## src/rtl/video_timing_pkg.sv

```systemverilog
// rtl/video_timing_pkg.sv - shared phase encoding and segment helpers for raster timing
package video_timing_pkg;

    typedef enum logic [1:0] {
        PH_ACTIVE = 2'd0,
        PH_FP     = 2'd1,
        PH_SYNC   = 2'd2,
        PH_BP     = 2'd3
    } phase_t;

    function automatic int seg_total(input int active, input int fp, input int sync, input int bp);
        return active + fp + sync + bp;
    endfunction

endpackage

```

## src/rtl/video_timing_gen_axis.sv

```systemverilog
// rtl/video_timing_gen_axis.sv - one raster axis: counter plus phase FSM
module timing_axis
    import video_timing_pkg::*;
#(
    parameter int CW     = 10,
    parameter int ACTIVE = 640,
    parameter int FP     = 16,
    parameter int SYNC   = 96,
    parameter int BP     = 48
) (
    input  logic          clk,
    input  logic          rst,
    input  logic          clear,
    input  logic          step,
    output logic [CW-1:0] count,
    output phase_t        phase,
    output logic          wrap
);

    localparam int TOTAL = seg_total(ACTIVE, FP, SYNC, BP);
    localparam logic [CW-1:0] END_ACTIVE = CW'(ACTIVE - 1);
    localparam logic [CW-1:0] END_FP     = CW'(ACTIVE + FP - 1);
    localparam logic [CW-1:0] END_SYNC   = CW'(ACTIVE + FP + SYNC - 1);
    localparam logic [CW-1:0] LAST       = CW'(TOTAL - 1);

    logic [CW-1:0] count_next;
    phase_t        phase_next;

    always_ff @(posedge clk) begin
        if (rst || clear) begin
            count <= '0;
            phase <= PH_ACTIVE;
        end else begin
            count <= count_next;
            phase <= phase_next;
        end
    end

    // Phase is registered from the next count, so it lines up with count on the same edge.
    always_comb begin
        count_next = count;
        phase_next = phase;
        if (step) begin
            count_next = wrap ? '0 : count + 1'b1;
            unique case (phase)
                PH_ACTIVE: if (count == END_ACTIVE) phase_next = PH_FP;
                PH_FP:     if (count == END_FP)     phase_next = PH_SYNC;
                PH_SYNC:   if (count == END_SYNC)   phase_next = PH_BP;
                PH_BP:     if (count == LAST)       phase_next = PH_ACTIVE;
            endcase
        end
    end

    always_comb begin
        wrap = step && (count == LAST);
    end

endmodule

```

## src/rtl/video_timing_gen.sv

```systemverilog
// rtl/video_timing_gen.sv - horizontal/vertical raster timing generator
module video_timing_gen
    import video_timing_pkg::*;
#(
    parameter int CW       = 10,
    parameter int H_ACTIVE = 640,
    parameter int H_FP     = 16,
    parameter int H_SYNC   = 96,
    parameter int H_BP     = 48,
    parameter int V_ACTIVE = 480,
    parameter int V_FP     = 10,
    parameter int V_SYNC   = 2,
    parameter int V_BP     = 33,
    parameter bit H_POL    = 1'b0,
    parameter bit V_POL    = 1'b0
) (
    input  logic          clk,
    input  logic          rst,
    input  logic          ce,
    input  logic          restart,
    output logic [CW-1:0] hcount,
    output logic [CW-1:0] vcount,
    output logic          hsync,
    output logic          vsync,
    output logic          active,
    output logic          hblank,
    output logic          vblank,
    output logic          line_tick,
    output logic          frame_tick
);

    localparam int H_TOTAL = seg_total(H_ACTIVE, H_FP, H_SYNC, H_BP);
    localparam int V_TOTAL = seg_total(V_ACTIVE, V_FP, V_SYNC, V_BP);

    if (H_ACTIVE < 1 || H_FP < 1 || H_SYNC < 1 || H_BP < 1 ||
        V_ACTIVE < 1 || V_FP < 1 || V_SYNC < 1 || V_BP < 1 ||
        H_TOTAL > 2**CW || V_TOTAL > 2**CW) begin : g_param_check
        $error("video_timing_gen: invalid timing parameters");
    end

    phase_t h_phase;
    phase_t v_phase;
    logic   h_wrap;
    logic   v_wrap;

    timing_axis #(
        .CW(CW), .ACTIVE(H_ACTIVE), .FP(H_FP), .SYNC(H_SYNC), .BP(H_BP)
    ) u_h_axis (
        .clk(clk), .rst(rst), .clear(restart), .step(ce),
        .count(hcount), .phase(h_phase), .wrap(h_wrap)
    );

    // Vertical axis advances once per horizontal wrap.
    timing_axis #(
        .CW(CW), .ACTIVE(V_ACTIVE), .FP(V_FP), .SYNC(V_SYNC), .BP(V_BP)
    ) u_v_axis (
        .clk(clk), .rst(rst), .clear(restart), .step(ce & h_wrap),
        .count(vcount), .phase(v_phase), .wrap(v_wrap)
    );

    always_comb begin
        hsync  = (h_phase == PH_SYNC) ? H_POL : ~H_POL;
        vsync  = (v_phase == PH_SYNC) ? V_POL : ~V_POL;
        hblank = (h_phase != PH_ACTIVE);
        vblank = (v_phase != PH_ACTIVE);
        active = ~hblank & ~vblank;
    end

    always_ff @(posedge clk) begin
        if (rst) begin
            line_tick  <= 1'b0;
            frame_tick <= 1'b0;
        end else if (restart) begin
            line_tick  <= 1'b1;
            frame_tick <= 1'b1;
        end else begin
            line_tick  <= h_wrap;
            frame_tick <= h_wrap & v_wrap;
        end
    end

endmodule

```

## config.mk

```make
export PLATFORM = sky130hd
export DESIGN_NAME = video_timing_gen
export DESIGN_NICKNAME = d
export VERILOG_FILES = /design/src/rtl/video_timing_pkg.sv /design/src/rtl/video_timing_gen_axis.sv /design/src/rtl/video_timing_gen.sv
export SDC_FILE = /design/constraint.sdc
export NUM_CORES = 1
export LEC_CHECK = 0
export BUFFER_PORTS_ARGS = -buffer_cell sky130_fd_sc_hd__buf_2
export CAP_MARGIN = 15
export CORE_UTILIZATION = 51
export CTS_CLUSTER_DIAMETER = 200
export DETAILED_ROUTE_END_ITERATION = 6
export PLACE_DENSITY = 0.75
export RECOVER_POWER = 50
export SLEW_MARGIN = 20
export SYNTH_ARGS = -nofsm -noshare
export SYNTH_HDL_FRONTEND = slang
export SYNTH_HIERARCHICAL = 1
export SYNTH_SLANG_ARGS = --single-unit
```

## constraint.sdc

```tcl
create_clock -name clk -period 2.3 [get_ports clk]
set_input_delay 0.115 -clock clk [delete_from_list [all_inputs] [get_ports clk]]
set_output_delay 0.115 -clock clk [all_outputs]
set_load 0.1 [all_outputs]
```

==> out/metrics.cfg <==
[timing]
slew_headroom_pct = 22.7
slew_violations = 0
final.setup.tns_ns = 0
tightest_slew_ns = 1.16
rsz0062_at_grt = no
fin_crit_sh_pct = 92.3
fin_crit_ns = 2.12
hold_viol = 0
setup_violations = 0
fin_skew_ns = 0.00608
fmax_mhz = 471
hold_slack_ns = 0.0308

[die]
fp.coreArea_um2 = 2810
num_rows = 19
die_h_um = 56.8
dieArea_um2 = 3220
initial_core_util_pct = 54.5
fp.dieW_um = 56.8
io_pins = 31

[layout]
ff_latch_area_um2 = 544
num_antenna_cells = 0
syn_to_final_growth_pct = 15.8
multi_input_area_um2 = 977
layout-drive-gt1-share_pct = 22.1
mostFrequentLayoutCells = 26 x nor2_1, 20 x nand2_1, 18 x buf_2
fin_nets = 227
fin_area_um2 = 1770
final_common_cell = nor2_1
post-route-util_pct = 63.1
nFillCells = 259

[critical_path]
cp_slowest_stage_delay_ns = 0.39
cp_max_fo = 6
critPathRequiredTime_ns = 2.55
critPathCaptureType = flop
critPathLaunch = u_h_axis/count[6]
path_buf_inv = 0
cp_top_family = simple AND/OR/NAND/NOR gates
cp-start-kind = flop
crit_chain = nor4b_2, nand3_1, nor2_2, and2_2, nand3_1, o32ai_2, and4_1, mux2i_1
r2r_start = u_h_axis/count[6]
cp_slowest_cell = dfxtp_4
cp_common_cell = nand3_1
cp.arrival_ns = 2.38
criticalPathCategory = flop to flop

[drt]
route.detailed.drc = 4
drt-total-wl_um = 3380
routed_via_density = 5.61
dr_total_vias = 1341
drt_iter0_drc = 76
wl_per_cell_um = 14.1
drtPass1Iterations = 6
ant_nets = 0

[clock_network]
post_cts_buffers = 0
cts_root_buf = clkbuf_4
cts_buffer_depth = 2
cts_tree = built
cts_sinks = 26
path_clk_slew_ns = 0.14
insertion_delay_ns = 0.33
cts_buffers = 3
htree_levels = 1
ctsHoldBuffers = 0

[logic_synthesis]
seq_area_frac_synth_pct = 34.0
ys.flop_type = dfxtp_1
syn_nets = 194
async_reset_ff_share_pct = 0
synth.distinct_cells = 40
synth_edf_count = 0
synth-seq-cells = 26
syn_inst = 176
synth_area_um2 = 1530
yosysWarnings = 6
avgSynthCellArea_um2 = 8.69

[global_route]
grt_pass1_wl_um = 5430
grt_overflow = 0
grt_usage_pct = 21.3
grt_max_degree = 15
grt_pass1_vias = 1197
antenna_found_initial = 0

[placed_design]
placed_cell_area_um2 = 1750
hpwl_um = 2510
portBuffers = 30
place_congestion = 0.851

[pwr]
leakagePower_nw = 0.648
peakVddDrop_v = 0.000378
p_per_area_nw_per_um2 = 399
finalPower_mw = 0.706

[run]
maxCapViolCount = 0

[status]
violations = design-rule violations
run_status = finished, violations left

[hold_path]
hold_start = rst
hold_path.class = input port to flop

registers in the layout, summed over array words and instances (netlist names):
name and cells:
u_h_axis/phase 2, frame_tick 1, u_h_axis/count 10, u_v_axis/count 10, line_tick 1, u_v_axis/phase 2
cells by family (layout without fill, tap and decap cells):
| group | count (synthesis) | after routing | share of synthesized area [%] |
|---|---|---|---|
| fa+ha+maj | 14 | 14 | 11.5 |
| mux | 6 | 6 | 3.93 |
| simple gates | 86 | 86 | 30.1 |
| flops | 26 | 26 | 34.0 |
| xor+xnor | 17 | 17 | 9.74 |
| buf+inv | 13 | 45 | 4.17 |
| compound gates | 14 | 14 | 6.55 |
worst reg2reg max path, stage by stage (launching register included):
cell and delay (ns):
dfxtp_4 0.39, nor4b_2 0.26, nand3_1 0.16, nor2_2 0.15
and2_2 0.20, nand3_1 0.11, o32ai_2 0.26, and4_1 0.28
mux2i_1 0.23
what timing repair did:
action,4_1_cts,5_1_grt
resized for setup,0,5
endpoints found under the setup margin,0,12
endpoints found under the hold margin,0,0
synthesized netlist by cell type, types with 3 or more instances:
cell      number  share of area (%)
nand2b_1       3                1.2
ha_1          14                 11
xor2_1        11                6.3
nor3_1         3               0.98
xnor2_1        6                3.4
buf_2          3               0.98
inv_1          8                2.0
mux2i_1        6                3.9
nand4_1        8                3.3
o21ai_0        4                1.3
nand2_1       20                4.9
nor2_1        27                6.6
nand3_1        4                1.3
dfxtp_1       26                 34
layer usage:
| metal | vias to the layer above | track usage (%) | wire length, um |
|---|---|---|---|
| met5 | - | 0 | 0 |
| met2 | 47 | 33.0 | 1600 |
| met3 | 4 | 3.46 | 179 |
| met1 | 626 | 29.9 | 1560 |
| met4 | 0 | 7.67 | 32 |
| li1 | 664 | - | - |
final cells by class:
class,count,share of cell area [%]
inverters,8,1.70
multi-input cells,137,55.2
well taps,31,2.19
repair buffers,33,8.69
flip-flops and latches,26,30.7
clock buffers,4,1.48
stage by stage:
| stage | std cells | setup WS (ns) |
|---|---|---|
| detailed placement | 235 | 0.107 |
| global placement | 235 | 0.213 |
| floorplan | 176 | 0.000323 |
| CTS | 239 | 0.0734 |
| finish | 239 | 0.178 |
| global route | 239 | 0.000538 |
power by group:
group | switching (mW) | internal, mW | leakage, nW
logic | 0.0400 | 0.00837 | 0.416
clock network | 0.139 | 0.0680 | 0.0150
registers | 0.00267 | 0.448 | 0.216
total | 0.182 | 0.524 | 0.648
final timing paths:
path              depth (start not counted)  slack (ns)                 to
setup / recovery                          8        0.18  u_v_axis/phase[1]
hold reg to reg                           2        0.55  u_h_axis/count[8]
setup reg to reg                          8        0.18  u_v_axis/phase[1]
hold / removal                            2        0.03  u_h_axis/count[4]
No activity file was read; power rests on OpenSTA's default activity.
